File: config.mk
export PLATFORM = sky130hd
export DESIGN_NAME = micro_sequencer
export DESIGN_NICKNAME = d
export VERILOG_FILES = /design/src/rtl/micro_sequencer.sv
export SDC_FILE = /design/constraint.sdc
export NUM_CORES = 1
export LEC_CHECK = 0
export CAP_MARGIN = 25
export CORE_MARGIN = 3
export CORE_UTILIZATION = 34
export CTS_CLUSTER_DIAMETER = 30
export DETAILED_ROUTE_END_ITERATION = 8
export GPL_ROUTABILITY_DRIVEN = 0
export HOLD_SLACK_MARGIN = 0.12
export PLACE_DENSITY = 0.83
export SLEW_MARGIN = 30
export SYNTH_ARGS = -nofsm -noshare
export SYNTH_HDL_FRONTEND = slang
export SYNTH_SLANG_ARGS = --single-unit
export TNS_END_PERCENT = 1
File: constraint.sdc
create_clock -name clk -period 2.4 [get_ports clk]
set_input_delay 0.48 -clock clk [delete_from_list [all_inputs] [get_ports clk]]
set_output_delay 0.48 -clock clk [all_outputs]
set_load 0.01 [all_outputs]
File: src/rtl/micro_sequencer.sv
`default_nettype none
// ============================================================================
// Module   : micro_sequencer
// Purpose  : Microprogrammed control sequencer. Holds the micro-program
//            counter, addresses a synchronous microcode ROM and decodes each
//            36-bit microword into register-unit controls. Stalls on memory
//            handshakes and stops in HALT until reset.
// Ports    : clk, rst (async, active-high)
//            rom_addr (o,6)  / rom_data (i,36)  - synchronous microcode ROM
//            ir_dispatch (i,6), z_flag (i), mem_ready (i)
//            C_bus_ctrl_sig (o,10), select (o,4), PC/AC/RA/RB/RC_INC (o),
//            LDIR, mem_read, mem_write (o), alu_op (o,4), upc (o,6),
//            halted (o)
// Revision : 1.0 - initial release
// ============================================================================
module micro_sequencer #(
  parameter logic [5:0] FETCH_ADDR = 6'd0
) (
  input  logic        clk,
  input  logic        rst,
  output logic [5:0]  rom_addr,
  input  logic [35:0] rom_data,
  input  logic [5:0]  ir_dispatch,
  input  logic        z_flag,
  input  logic        mem_ready,
  output logic [9:0]  C_bus_ctrl_sig,
  output logic [3:0]  select,
  output logic        PC_INC,
  output logic        AC_INC,
  output logic        RA_INC,
  output logic        RB_INC,
  output logic        RC_INC,
  output logic        LDIR,
  output logic        mem_read,
  output logic        mem_write,
  output logic [3:0]  alu_op,
  output logic [5:0]  upc,
  output logic        halted
);

  typedef enum logic [1:0] {
    S_FILL = 2'd0,
    S_RUN  = 2'd1,
    S_WAIT = 2'd2,
    S_HALT = 2'd3
  } state_t;

  localparam logic [2:0] SEQ_NEXT     = 3'd0;
  localparam logic [2:0] SEQ_JUMP     = 3'd1;
  localparam logic [2:0] SEQ_DISPATCH = 3'd2;
  localparam logic [2:0] SEQ_BRZ      = 3'd3;
  localparam logic [2:0] SEQ_BRNZ     = 3'd4;
  localparam logic [2:0] SEQ_END      = 3'd5;
  localparam logic [2:0] SEQ_HALT     = 3'd6;

  state_t      state_q;
  logic [5:0]  upc_q;
  logic [5:0]  upc_d;
  logic [5:0]  upc_inc;

  // Microword fields
  logic [9:0]  f_cbus;
  logic [3:0]  f_sel;
  logic [4:0]  f_inc;
  logic        f_ldir;
  logic        f_mrd;
  logic        f_mwr;
  logic [3:0]  f_alu;
  logic [2:0]  f_seq;
  logic [5:0]  f_jaddr;
  logic        reserved_unused;

  logic        active;
  logic        stall;
  logic        fire;

  assign f_cbus          = rom_data[35:26];
  assign f_sel           = rom_data[25:22];
  assign f_inc           = rom_data[21:17];
  assign f_ldir          = rom_data[16];
  assign f_mrd           = rom_data[15];
  assign f_mwr           = rom_data[14];
  assign f_alu           = rom_data[13:10];
  assign reserved_unused = rom_data[9];
  assign f_seq           = rom_data[8:6];
  assign f_jaddr         = rom_data[5:0];

  // rom_data is only meaningful while executing (RUN or WAIT)
  assign active  = (state_q == S_RUN) || (state_q == S_WAIT);
  // mem_ready only matters when the microword actually requests memory
  assign stall   = active && (f_mrd || f_mwr) && !mem_ready;
  assign fire    = active && !stall;
  assign upc_inc = upc_q + 6'd1;   // natural 6-bit wrap 63 -> 0

  always_comb begin
    upc_d = upc_inc;
    case (f_seq)
      SEQ_NEXT:     upc_d = upc_inc;
      SEQ_JUMP:     upc_d = f_jaddr;
      SEQ_DISPATCH: upc_d = ir_dispatch;
      SEQ_BRZ:      upc_d = z_flag  ? f_jaddr : upc_inc;
      SEQ_BRNZ:     upc_d = !z_flag ? f_jaddr : upc_inc;
      SEQ_END:      upc_d = FETCH_ADDR;
      SEQ_HALT:     upc_d = upc_q;  // halting word keeps the ROM pointed at itself
      default:      upc_d = upc_inc;
    endcase
  end

  // ROM address: during a stall re-present the current word so rom_data
  // stays valid for the whole memory handshake.
  always_comb begin
    rom_addr = FETCH_ADDR;
    case (state_q)
      S_FILL:         rom_addr = FETCH_ADDR;
      S_HALT:         rom_addr = upc_q;
      S_RUN, S_WAIT:  rom_addr = stall ? upc_q : upc_d;
      default:        rom_addr = FETCH_ADDR;
    endcase
  end

  // Register-unit controls only fire on the completing cycle of a word;
  // memory strobes and ALU op are held for the whole handshake.
  assign C_bus_ctrl_sig = fire ? f_cbus : 10'd0;
  assign select         = fire ? f_sel  : 4'd0;
  assign PC_INC         = fire & f_inc[4];
  assign AC_INC         = fire & f_inc[3];
  assign RA_INC         = fire & f_inc[2];
  assign RB_INC         = fire & f_inc[1];
  assign RC_INC         = fire & f_inc[0];
  assign LDIR           = fire & f_ldir;
  assign mem_read       = active & f_mrd;
  assign mem_write      = active & f_mwr;
  assign alu_op         = active ? f_alu : 4'd0;
  assign upc            = upc_q;
  assign halted         = (state_q == S_HALT);

  always_ff @(posedge clk or posedge rst) begin
    if (rst) begin
      state_q <= S_FILL;
      upc_q   <= FETCH_ADDR;
    end else begin
      case (state_q)
        S_FILL: begin
          state_q <= S_RUN;
          upc_q   <= FETCH_ADDR;
        end
        S_RUN, S_WAIT: begin
          if (stall) begin
            state_q <= S_WAIT;
          end else if (f_seq == SEQ_HALT) begin
            state_q <= S_HALT;
          end else begin
            state_q <= S_RUN;
            upc_q   <= rom_addr;
          end
        end
        S_HALT: state_q <= S_HALT;
        default: state_q <= S_FILL;
      endcase
    end
  end

endmodule
`default_nettype wire
==> impl_metrics.toml <==
[clock_tree]
cts_made_buffers = 3
htree_levels = 1
cts_sinks = 8
cts_tree = "built"
worstSkewPairLatency_ns = 0.26
clk_path_buf_depth = 2
path_clk_slew_ns = 0.06
root_buffer = "clkbuf_4"

[setup_path]
path_cells = "clkdlybuf4s15_1 > buf_4 > nand2b_1 > a2bb2oi_4 > o221a_1 > nand2b_1 > a21oi_2 > dlygate4sd2_1"
crit_slowest_cell = "dlygate4sd2_1"
r2r-end = "upc[1]"
worst-setup-path-type = "input pin to output pin"
reg2regPathDepth = 7
r2r-start = "state_q[0]"
worst_ep_required_time_ns = 1.92
slowest_delay_ns = 0.30
critPathLaunchType = "input pin"
r2r_setup_slack_ns = 0.63
cp-end-kind = "output pin"
path_max_fanout = 6
crit_top_cell = "nand2b_1"
arrival_ns = 2.00

[floorplan]
num_rows = 20
die_area_sq_um = 4040
die_y_um = 63.6
die_x_um = 63.6
ios = 85
core_sq_um = 3100
start_util_pct = 36.3

[detailed_routing]
wl_per_cell_um = 14.8
dr_total_vias = 1474
vias_per_cell = 5.23
drtIter0Drc = 117
first_pass_iters = 4
post-route-drc-count = 0
wl_mm = 4.18
ant_nets = 0

[finish]
fin_util_pct = 68.7
fill_cells = 271
area_growth_pct = 89.2
finalNetCount = 289
drive_gt1_share_pct = 21.0
num_antenna_cells = 0

[timing]
min_period_ns = 2.48
slew_viol_final = 0
period_share_pct = 103
worst_pin_slew_ns = 0.392
setup_viol = 3
final.setup.worst_slack_ns = -0.0764
hold_violations = 0
relSlewSlack_pct = 73.9
fmax_mhz = 404
grt_setup_unrepaired = "true"
hold_ws_ns = 0.499
clock-skew-final_ns = 0.00112

[synth]
synth.top_cells.by_count = "and3_1 (20), nand2_1 (13), and2_1 (8), dfrtp_1 (8)"
synth_cells = 143
yosysUniqueCellTypes = 48
syn_nets = 192
syn-cell-area_sq_um = 1130
synth_area_per_cell_sq_um = 7.87
synth_top_area_cell = "dfrtp_1"
synth_top_area_share_pct = 17.8
ys_seq_elements = 8
yosys_warnings = 0
synthTopCellsByArea = "dfrtp_1 (18%), and3_1 (11%), o2bb2ai_1 (4.7%), and2_1 (4.4%), nand2_1 (4.3%)"
synth_most_common_cell = "and3_1"
async_flop_share_pct = 100
synth-edff-count = 0
ys.flop_type = "dfrtp_1"
ys_seq_area_share_pct = 17.8

[grt]
grt_max_degree = 18
track_usage_pct = 20.6
grt_pass1_vias = 1488
grt_pass1_wl_mm = 6.74
grt_overflow_total = 0
antenna_found_initial = 0

[worst_hold_path]
hp-class = "input pin to async pin"

[placed_design]
place_ws_ns = -0.679
hpwl_mm = 3.33
port_buffers = 83

[run]
max-cap-violations = 0

[run_status]
status = "finished with violations"
violations = "setup timing"

[pwr]
powerDensity_nw_per_um2 = 836
finalPower_mw = 1.78
irDropWorstVdd_v = 0.000464
leakage_nw = 1.04
## worst max-delay path, delay by kind of cell
family / cells / cell delay (ns)
buffers and inverters: 3 / 0.74
AOI/OAI and AO/OA: 3 / 0.53
and+or+nand+nor: 2 / 0.25
## power breakdown
part           switching, mW  internal (mW)
sequential            0.0701          0.186
clock                 0.0484         0.0574
combinational          0.693          0.726
## timing repair
| action | CTS | global route |
|---|---|---|
| cloned | 0 | 0 |
| buffers inserted | 2 | 0 |
| hold buffers | 0 | 0 |
| pin swaps | 4 | 2 |
| resized for setup | 48 | 12 |
| hold endpoints to repair | 0 | 0 |
| endpoints found under the setup margin | 26 | 31 |
## registers in the layout, indices dropped and copies added, names as in the netlist
register  flops
upc           6
state_q       2
## area by class of cell
type | count | area, sq um | share of cell area, %
clock buffer | 3 | 22.5 | 1.06
sequential | 8 | 200 | 9.40
inverter | 6 | 22.5 | 1.06
timing repair buffer | 103 | 932 | 43.7
tap | 44 | 55.1 | 2.58
multi-input combinational | 118 | 898 | 42.2
## worst max-delay path by stage
stage                startpoint           to  slack (ns)  cells after the start
detailed placement  rom_data[7]  rom_addr[2]       -0.68                      7
floorplan                upc[0]  rom_addr[1]        0.26                      5
global route        rom_data[8]  rom_addr[2]       -0.16                      8
global placement    rom_data[7]  rom_addr[1]       -0.63                      7
finish              rom_data[8]  rom_addr[2]       -0.08                      8
CTS                   mem_ready       PC_INC       -0.19                      6
## layout by cell type, fill, tap and decap left out, types with 5 or more instances in the layout
cell type and count:
dfrtp_1 8, nand2_1 13, buf_4 20, clkdlybuf4s50_1 51, nand2b_1 5, and3_1 20
and2_1 7, dlygate4sd2_1 21, o2bb2ai_1 6, inv_1 6, nor2_1 5
## metrics by stage
step                cells  TNS [ns]  instance area (sq um)
floorplan             143         0                   1130
global placement      277     -9.39                   2090
detailed placement    277    -11.50                   2090
CTS                   282    -0.572                   2120
global route          282    -0.696                   2130
finish                282    -0.147                   2130
## kinds of logic after synthesis
kind of cell	count (synthesis)	share of synthesized area (%)
muxes	7	6.89
and+or+nand+nor	66	33.4
AOI/OAI and AO/OA	38	28.4
DFF	8	17.8
buffers and inverters	17	7.00
xor gates and xnor gates	4	3.11
adders and majority gates	3	3.33
## metal layers
layer  global-route usage [%]  part of all wire (%)
met5                        0                     0
met2                     36.2                    48
met1                     24.0                    40
met4                     4.31                   1.5
met3                     7.13                    11
(Power assumes the default switching activity.)
